### src/rtl/ex_stage.sv
// ex_stage: execute stage of the 5-stage MIPS pipeline.
// Contents:
//  - Forwarding muxes for operands A and B.
//  - A combinational ALU that produces alu_result, zero, write_reg and store_data.
//  - An iterative multiply/divide unit that owns the architectural HI/LO registers.
// The mul/div unit retires BITS_PC bits per cycle. It stalls the upstream stages only
// when a later HI/LO consumer reaches EX while an operation is still running.
module ex_stage #(
    parameter int DATA_W  = 32,
    parameter int BITS_PC = 1
) (
    input  logic              clk,
    input  logic              rst,
    input  logic [3:0]        ex_ctrl,
    input  logic [5:0]        funct,
    input  logic [4:0]        shamt,
    input  logic [DATA_W-1:0] reg1,
    input  logic [DATA_W-1:0] reg2,
    input  logic [DATA_W-1:0] sign_extend,
    input  logic [4:0]        rt,
    input  logic [4:0]        rd,
    input  logic [1:0]        fwd_a,
    input  logic [1:0]        fwd_b,
    input  logic [DATA_W-1:0] mem_fwd_data,
    input  logic [DATA_W-1:0] wb_fwd_data,
    output logic [DATA_W-1:0] alu_result,
    output logic [DATA_W-1:0] store_data,
    output logic [4:0]        write_reg,
    output logic              zero,
    output logic              md_stall,
    output logic [DATA_W-1:0] hi,
    output logic [DATA_W-1:0] lo
);

    localparam int N     = DATA_W / BITS_PC;
    localparam int CNT_W = $clog2(N + 1);
    localparam logic [CNT_W-1:0] CNT_LOAD = CNT_W'(N);
    localparam logic [CNT_W-1:0] CNT_LAST = CNT_W'(1);

    localparam logic [1:0] OP_ADD   = 2'b00;
    localparam logic [1:0] OP_SUB   = 2'b01;
    localparam logic [1:0] OP_RTYPE = 2'b10;
    localparam logic [1:0] OP_OR    = 2'b11;

    localparam logic [5:0] F_SLL   = 6'h00;
    localparam logic [5:0] F_SRL   = 6'h02;
    localparam logic [5:0] F_SRA   = 6'h03;
    localparam logic [5:0] F_MFHI  = 6'h10;
    localparam logic [5:0] F_MFLO  = 6'h12;
    localparam logic [5:0] F_MULT  = 6'h18;
    localparam logic [5:0] F_MULTU = 6'h19;
    localparam logic [5:0] F_DIV   = 6'h1A;
    localparam logic [5:0] F_DIVU  = 6'h1B;
    localparam logic [5:0] F_ADD   = 6'h20;
    localparam logic [5:0] F_ADDU  = 6'h21;
    localparam logic [5:0] F_SUB   = 6'h22;
    localparam logic [5:0] F_SUBU  = 6'h23;
    localparam logic [5:0] F_AND   = 6'h24;
    localparam logic [5:0] F_OR    = 6'h25;
    localparam logic [5:0] F_XOR   = 6'h26;
    localparam logic [5:0] F_NOR   = 6'h27;
    localparam logic [5:0] F_SLT   = 6'h2A;
    localparam logic [5:0] F_SLTU  = 6'h2B;

    typedef enum logic [0:0] {
        S_IDLE = 1'b0,
        S_RUN  = 1'b1
    } md_state_t;

    // Decoded control fields
    logic              w_reg_dst;
    logic              w_alu_src;
    logic [1:0]        w_alu_op;

    // Operands and ALU
    logic [DATA_W-1:0] w_a;
    logic [DATA_W-1:0] w_fwd_b;
    logic [DATA_W-1:0] w_b;
    logic [DATA_W-1:0] w_alu;
    logic              w_slt;
    logic              w_sltu;

    // Mul/div control
    md_state_t         r_state;
    md_state_t         w_state_nxt;
    logic              w_md_op;
    logic              w_md_any;
    logic              w_md_start;
    logic              w_md_finish;

    // Operand capture at issue
    logic              w_signed;
    logic              w_op_div;
    logic              w_a_neg;
    logic              w_b_neg;
    logic [DATA_W-1:0] w_a_mag;
    logic [DATA_W-1:0] w_b_mag;

    // Mul/div working registers
    logic [CNT_W-1:0]  r_cnt;
    logic [DATA_W-1:0] r_acc_hi;
    logic [DATA_W-1:0] r_acc_lo;
    logic [DATA_W-1:0] r_opd;
    logic              r_is_div;
    logic              r_neg_res;
    logic              r_neg_rem;
    logic              r_div_zero;
    logic [DATA_W-1:0] r_hi;
    logic [DATA_W-1:0] r_lo;

    // Per-cycle iteration results
    logic [DATA_W-1:0]   w_step_hi;
    logic [DATA_W-1:0]   w_step_lo;
    logic [DATA_W:0]     w_t_rem;
    logic [DATA_W-1:0]   w_t_diff;
    logic [DATA_W:0]     w_t_sum;
    logic [2*DATA_W-1:0] w_prod;
    logic [2*DATA_W-1:0] w_prod_s;
    logic [DATA_W-1:0]   w_fin_hi;
    logic [DATA_W-1:0]   w_fin_lo;

    assign w_reg_dst = ex_ctrl[3];
    assign w_alu_src = ex_ctrl[2];
    assign w_alu_op  = ex_ctrl[1:0];

    // Forwarding mux for operand A (both 00 and 11 select the register value)
    always_comb begin
        w_a = reg1;
        case (fwd_a)
            2'b01:   w_a = wb_fwd_data;
            2'b10:   w_a = mem_fwd_data;
            default: w_a = reg1;
        endcase
    end

    // Forwarding mux for operand B, then the immediate select
    always_comb begin
        w_fwd_b = reg2;
        case (fwd_b)
            2'b01:   w_fwd_b = wb_fwd_data;
            2'b10:   w_fwd_b = mem_fwd_data;
            default: w_fwd_b = reg2;
        endcase
        if (w_alu_src) begin
            w_b = sign_extend;
        end else begin
            w_b = w_fwd_b;
        end
    end

    assign w_slt  = ($signed(w_a) < $signed(w_b));
    assign w_sltu = (w_a < w_b);

    // ALU: arithmetic wraps; mul/div and unknown functs produce zero
    always_comb begin
        w_alu = {DATA_W{1'b0}};
        case (w_alu_op)
            OP_ADD: w_alu = w_a + w_b;
            OP_SUB: w_alu = w_a - w_b;
            OP_OR:  w_alu = w_a | w_b;
            OP_RTYPE: begin
                case (funct)
                    F_ADD, F_ADDU: w_alu = w_a + w_b;
                    F_SUB, F_SUBU: w_alu = w_a - w_b;
                    F_AND:   w_alu = w_a & w_b;
                    F_OR:    w_alu = w_a | w_b;
                    F_XOR:   w_alu = w_a ^ w_b;
                    F_NOR:   w_alu = ~(w_a | w_b);
                    F_SLT:   w_alu = {{(DATA_W-1){1'b0}}, w_slt};
                    F_SLTU:  w_alu = {{(DATA_W-1){1'b0}}, w_sltu};
                    F_SLL:   w_alu = w_b << shamt;
                    F_SRL:   w_alu = w_b >> shamt;
                    F_SRA:   w_alu = $signed(w_b) >>> shamt;
                    F_MFHI:  w_alu = r_hi;
                    F_MFLO:  w_alu = r_lo;
                    default: w_alu = {DATA_W{1'b0}};
                endcase
            end
            default: w_alu = {DATA_W{1'b0}};
        endcase
    end

    assign alu_result = w_alu;
    assign zero       = (w_alu == {DATA_W{1'b0}});
    assign store_data = w_fwd_b;
    assign write_reg  = w_reg_dst ? rd : rt;
    assign hi         = r_hi;
    assign lo         = r_lo;

    // Classify the instruction in EX for the mul/div unit
    always_comb begin
        w_md_op  = 1'b0;
        w_md_any = 1'b0;
        if (w_alu_op == OP_RTYPE) begin
            w_md_op  = (funct == F_MULT) || (funct == F_MULTU) ||
                       (funct == F_DIV)  || (funct == F_DIVU);
            w_md_any = w_md_op || (funct == F_MFHI) || (funct == F_MFLO);
        end else begin
            w_md_op  = 1'b0;
            w_md_any = 1'b0;
        end
    end

    // Mul/div FSM: state register
    always_ff @(posedge clk) begin
        if (rst) begin
            r_state <= S_IDLE;
        end else begin
            r_state <= w_state_nxt;
        end
    end

    // Mul/div FSM: next-state logic
    always_comb begin
        w_state_nxt = r_state;
        case (r_state)
            S_IDLE: begin
                if (w_md_op) begin
                    w_state_nxt = S_RUN;
                end else begin
                    w_state_nxt = S_IDLE;
                end
            end
            S_RUN: begin
                if (r_cnt == CNT_LAST) begin
                    w_state_nxt = S_IDLE;
                end else begin
                    w_state_nxt = S_RUN;
                end
            end
            default: w_state_nxt = S_IDLE;
        endcase
    end

    // Mul/div FSM: outputs. Only a second HI/LO user stalls; the issuer itself flows on.
    always_comb begin
        w_md_start  = (r_state == S_IDLE) && w_md_op;
        w_md_finish = (r_state == S_RUN) && (r_cnt == CNT_LAST);
        md_stall    = (r_state == S_RUN) && w_md_any;
    end

    // Sign handling at issue: iterate on magnitudes and fix the signs when writing HI/LO
    always_comb begin
        w_signed = (funct == F_MULT) || (funct == F_DIV);
        w_op_div = funct[1];
        w_a_neg  = w_signed & w_a[DATA_W-1];
        w_b_neg  = w_signed & w_b[DATA_W-1];
        w_a_mag  = w_a_neg ? (~w_a + {{(DATA_W-1){1'b0}}, 1'b1}) : w_a;
        w_b_mag  = w_b_neg ? (~w_b + {{(DATA_W-1){1'b0}}, 1'b1}) : w_b;
    end

    // One cycle of iteration.
    // MUL is shift-add: acc_lo starts as the multiplier and acc_hi collects partial sums.
    // DIV is restoring: acc_lo shifts the dividend out and the quotient bits in.
    always_comb begin
        w_step_hi = r_acc_hi;
        w_step_lo = r_acc_lo;
        w_t_rem   = {(DATA_W+1){1'b0}};
        w_t_diff  = {DATA_W{1'b0}};
        w_t_sum   = {(DATA_W+1){1'b0}};
        for (int k = 0; k < BITS_PC; k++) begin
            if (r_is_div) begin
                w_t_rem  = {w_step_hi, w_step_lo[DATA_W-1]};
                w_t_diff = w_t_rem[DATA_W-1:0] - r_opd;
                if (w_t_rem >= {1'b0, r_opd}) begin
                    w_step_hi = w_t_diff;
                    w_step_lo = {w_step_lo[DATA_W-2:0], 1'b1};
                end else begin
                    w_step_hi = w_t_rem[DATA_W-1:0];
                    w_step_lo = {w_step_lo[DATA_W-2:0], 1'b0};
                end
            end else begin
                if (w_step_lo[0]) begin
                    w_t_sum = {1'b0, w_step_hi} + {1'b0, r_opd};
                end else begin
                    w_t_sum = {1'b0, w_step_hi};
                end
                w_step_lo = {w_t_sum[0], w_step_lo[DATA_W-1:1]};
                w_step_hi = w_t_sum[DATA_W:1];
            end
        end
    end

    // Final HI/LO values. The remainder follows the dividend sign, which also makes
    // HI reproduce A on a divide by zero.
    always_comb begin
        w_prod   = {w_step_hi, w_step_lo};
        w_prod_s = r_neg_res ? (~w_prod + {{(2*DATA_W-1){1'b0}}, 1'b1}) : w_prod;
        w_fin_hi = w_prod_s[2*DATA_W-1:DATA_W];
        w_fin_lo = w_prod_s[DATA_W-1:0];
        if (r_is_div) begin
            w_fin_hi = r_neg_rem ? (~w_step_hi + {{(DATA_W-1){1'b0}}, 1'b1}) : w_step_hi;
            if (r_div_zero) begin
                w_fin_lo = {DATA_W{1'b1}};
            end else begin
                w_fin_lo = r_neg_res ? (~w_step_lo + {{(DATA_W-1){1'b0}}, 1'b1}) : w_step_lo;
            end
        end else begin
            w_fin_hi = w_prod_s[2*DATA_W-1:DATA_W];
            w_fin_lo = w_prod_s[DATA_W-1:0];
        end
    end

    // Mul/div datapath: capture at issue, iterate in RUN, commit HI/LO on the last cycle
    always_ff @(posedge clk) begin
        if (rst) begin
            r_cnt      <= {CNT_W{1'b0}};
            r_acc_hi   <= {DATA_W{1'b0}};
            r_acc_lo   <= {DATA_W{1'b0}};
            r_opd      <= {DATA_W{1'b0}};
            r_is_div   <= 1'b0;
            r_neg_res  <= 1'b0;
            r_neg_rem  <= 1'b0;
            r_div_zero <= 1'b0;
            r_hi       <= {DATA_W{1'b0}};
            r_lo       <= {DATA_W{1'b0}};
        end else if (w_md_start) begin
            r_cnt      <= CNT_LOAD;
            r_acc_hi   <= {DATA_W{1'b0}};
            r_acc_lo   <= w_op_div ? w_a_mag : w_b_mag;
            r_opd      <= w_op_div ? w_b_mag : w_a_mag;
            r_is_div   <= w_op_div;
            r_neg_res  <= w_a_neg ^ w_b_neg;
            r_neg_rem  <= w_a_neg;
            r_div_zero <= (w_b == {DATA_W{1'b0}});
        end else if (r_state == S_RUN) begin
            r_cnt    <= r_cnt - CNT_LAST;
            r_acc_hi <= w_step_hi;
            r_acc_lo <= w_step_lo;
            if (w_md_finish) begin
                r_hi <= w_fin_hi;
                r_lo <= w_fin_lo;
            end
        end
    end

endmodule

### config.mk
export PLATFORM = sky130hd
export DESIGN_NAME = ex_stage
export DESIGN_NICKNAME = d
export VERILOG_FILES = /design/src/rtl/ex_stage.sv
export SDC_FILE = /design/constraint.sdc
export NUM_CORES = 2
export LEC_CHECK = 0
export ABC_AREA = 1
export CAP_MARGIN = 15
export CORE_ASPECT_RATIO = 1.1
export CORE_MARGIN = 3
export CORE_UTILIZATION = 31
export CTS_BUF_LIST = sky130_fd_sc_hd__clkbuf_8
export DETAILED_ROUTE_END_ITERATION = 10
export PLACE_DENSITY = 0.56
export SYNTH_ARGS = -nofsm -noshare
export SYNTH_HDL_FRONTEND = slang
export SYNTH_SLANG_ARGS = --single-unit
### constraint.sdc
create_clock -name clk -period 7.7 [get_ports clk]
set_input_delay 1.54 -clock clk [delete_from_list [all_inputs] [get_ports clk]]
set_output_delay 1.54 -clock clk [all_outputs]
set_load 0.1 [all_outputs]
==> results.md <==
* Worst skew pair latency at between 0.5 and 0.6 ns
* Root buf cell: clkbuf_8
* Most frequent cells in the layout: 1541 x nand2_1, 712 x nand3_1, 691 x buf_4
* Final setup fails at 0
* Placed cell area at 39200 um^2
* Critical Path RT at a little over 6 ns
* Dominant synthesized flop cell: dfxtp_1
* Pleak at around 0.020 uW
* Avg Vias per Cell at ~5.6
* Top cell by count, worst path: nand2_1
* Hold Path Class: flip-flop to flip-flop
* ANT nets after route at 0
* Finished Core Util at between 40% and 50%
* Remaining global-route overflow at 0
* Initial Util at between 30% and 40%
* First-pass GRT wire length at between 200000 and 300000 um
* CP Launch Type: input pin
* Clk buf depth at 2
* Slowest CP cell: clkdlybuf4s50_1
* Vias in the first global route at between 40000 and 50000
* Worst slack, placed at -0.553 ns
* Post-DP HPWL at between 150000 and 200000 um
* VDD IR-drop max at between 100 and 150 uV
* CTS Buf Count at 17
* Actual slew at the worst max-slew pin at roughly 1.2 ns
* EDFF count, synth at 0
* GRT Util Overall at around 40%
* Final GP Congestion at 1.09
* IO Pins at ~330
* Drt first-iter violations at slightly below 4000
* Status: finished, final reports clean
* Final Non-Filler Cells at 7607
* PwrDens at between 150 and 200 nW/um^2
* Chip height at between 300 and 400 um
* Final Max Slew Viols at 0
* Net Count, Synth at roughly 5900
* FILL cells at around 11000
* Yosys cell types at ~70
* Rows at 118
* H-tree levels at 4
* Die ar. at around 100000 um^2
* Worst Setup End Kind: primary output
* Clock sinks at 171
* #FFs+latches synth at between 150 and 200
* Skew final at between 0.02 and 0.03 ns
* Crit Path Max Fanout at 11
* Synthesized area at 29800 um^2
* FMAX at 132 MHz
* Final hold vios at 0
* Setup WS post-layout at 0.123 ns
* # DRC at 0
* Seq/Total Area, Yosys at about 11%
* Core outline area at roughly 95000 um^2
* DRT Pass-1 Iters at 6
* Vias post-DR at about 42000
* Most common cell after layout, fill and taps aside: nand2_1
* Final worst-path cycle share at between 90% and 100%
* Hold buffer count at cts at 0
* Die Width at about 300 um
* Fin nets at 6684
* WL final at about 210000 um
* Fin crit period at ~7.6 ns
* FFs w/ async S/R, synth at 0%
* Share of cells above drive strength 1 at between 10% and 20%
* Yosys warns at 0
* Max_slew headroom at 21.1%
* Critical path data arrival time at 6.04 ns
* Worst setup path category: input pin to primary output
* Fin area at approximately 41000 um^2
* Synth Area per Inst at 5.40 um^2
* CTS clk-pin slew, worst paths at 0.11 ns
* Max cap viols at 0
* Avg WL per Cell at about 28 um
* CTS tree: built
* Layout area overhead at 38.7%
* Cell count after synthesis at 5515
* Port Buffers at between 300 and 400
* Inst Count DP at 7532
* Worst stage delay on the critical path at approximately 0.50 ns
* Final setup TNS at 0 ns
* Largest net degree at the start of global routing at 91
* Initial antenna violation count at 15
## flip-flops by register name, indices dropped and copies added, names as in the netlist, 6 cells and up
signal and flops:
r_acc_lo 32, r_opd 32, lo 32, r_acc_hi 32
r_cnt 6, hi 32
## worst max-delay path: cells and delay by family
| family | cells | cell delay, ns |
|---|---|---|
| and+or+nand+nor | 12 | 1.64 |
| AOI/OAI and AO/OA | 4 | 0.74 |
| adders and majority gates | 2 | 0.59 |
| buffers and inverters | 8 | 1.46 |
## power by group
group / switching (uW) / total [uW] / leakage [uW] / internal, uW
sequential: 12.5 / 904 / 0.00138 / 891
clock: 418 / 784 / 0.000227 / 366
combinational: 2880 / 4570 / 0.0184 / 1680
total: 3310 / 6250 / 0.0200 / 2940
## routing by layer
metal | track usage, % | up-vias | wire (um)
met5 | 0 | - | 13
met4 | 35.8 | 2 | 22500
met3 | 5.22 | 638 | 12900
met2 | 70.5 | 2072 | 99300
met1 | 42.9 | 19841 | 74900
li1 | - | 19857 | -
## area by class of cell
class / instances / area (um^2) / area share [%]
clock inverter: 15 / 230 / 0.557
antenna: 15 / 37.5 / 0.0909
timing repair buffer: 1044 / 9260 / 22.4
clock buffer: 17 / 234 / 0.566
tap: 1260 / 1580 / 3.82
multi-input combinational: 4423 / 24100 / 58.2
inverter: 662 / 2490 / 6.03
sequential: 171 / 3430 / 8.30
## through the flow
step	power, uW	hold WS (ns)
2_1_floorplan	2990	0.423
3_3_place_gp	5120	0.444
3_5_place_dp	5100	0.448
4_1_cts	5930	0.478
5_1_grt	6490	0.513
6_report	6250	0.476
## synthesized netlist by cell type, drive strengths merged, types with 10 or more instances
cell	n	area [um^2]
nand2	1635	6290
buf	80	450
a221oi	13	114
ha	170	2130
nor3	55	308
nor2	486	1970
o221ai	18	158
nand3	759	3920
o21a	16	120
nand4	72	457
nand3b	13	97.6
dfxtp	171	3420
o22ai	38	238
a221o	10	100
or2	38	238
o21ai	426	2150
o21bai	17	128
inv	656	2460
o211ai	63	478
xor2	107	937
nor4	16	100
a31oi	40	250
xnor2	16	140
a21oi	325	1650
clkbuf	179	672
a22o	10	87.6
## worst paths after layout
path / depth (start not counted) / from / slack (ns) / to
worst max-delay path: 26 / fwd_b[0] / 0.12 / zero
worst min-delay path: 2 / r_div_zero / 0.48 / r_div_zero
worst max register to register: 30 / r_acc_hi[12] / 1.89 / hi[30]
worst min register to register: 2 / r_div_zero / 0.48 / r_div_zero
## what timing repair did
item | 4_1_cts | 5_1_grt
endpoints found under the setup margin | 4 | 14
buffers inserted | 2 | 22
gates resized for setup | 78 | 302
pin swaps | 15 | 70
gates cloned | 0 | 3
## cells by family after synthesis
kind of cell,count (synthesis),synth area share [%]
AO/OA/AOI/OAI,1034,20.0
buffers and inverters,921,12.1
AND/OR/NAND/NOR,3086,45.2
multiplexers,6,0.223
XOR/XNOR,123,3.62
flip-flops,171,11.5
adder cells (fa/ha/maj),174,7.41
No activity file was read; power rests on OpenSTA's default activity.
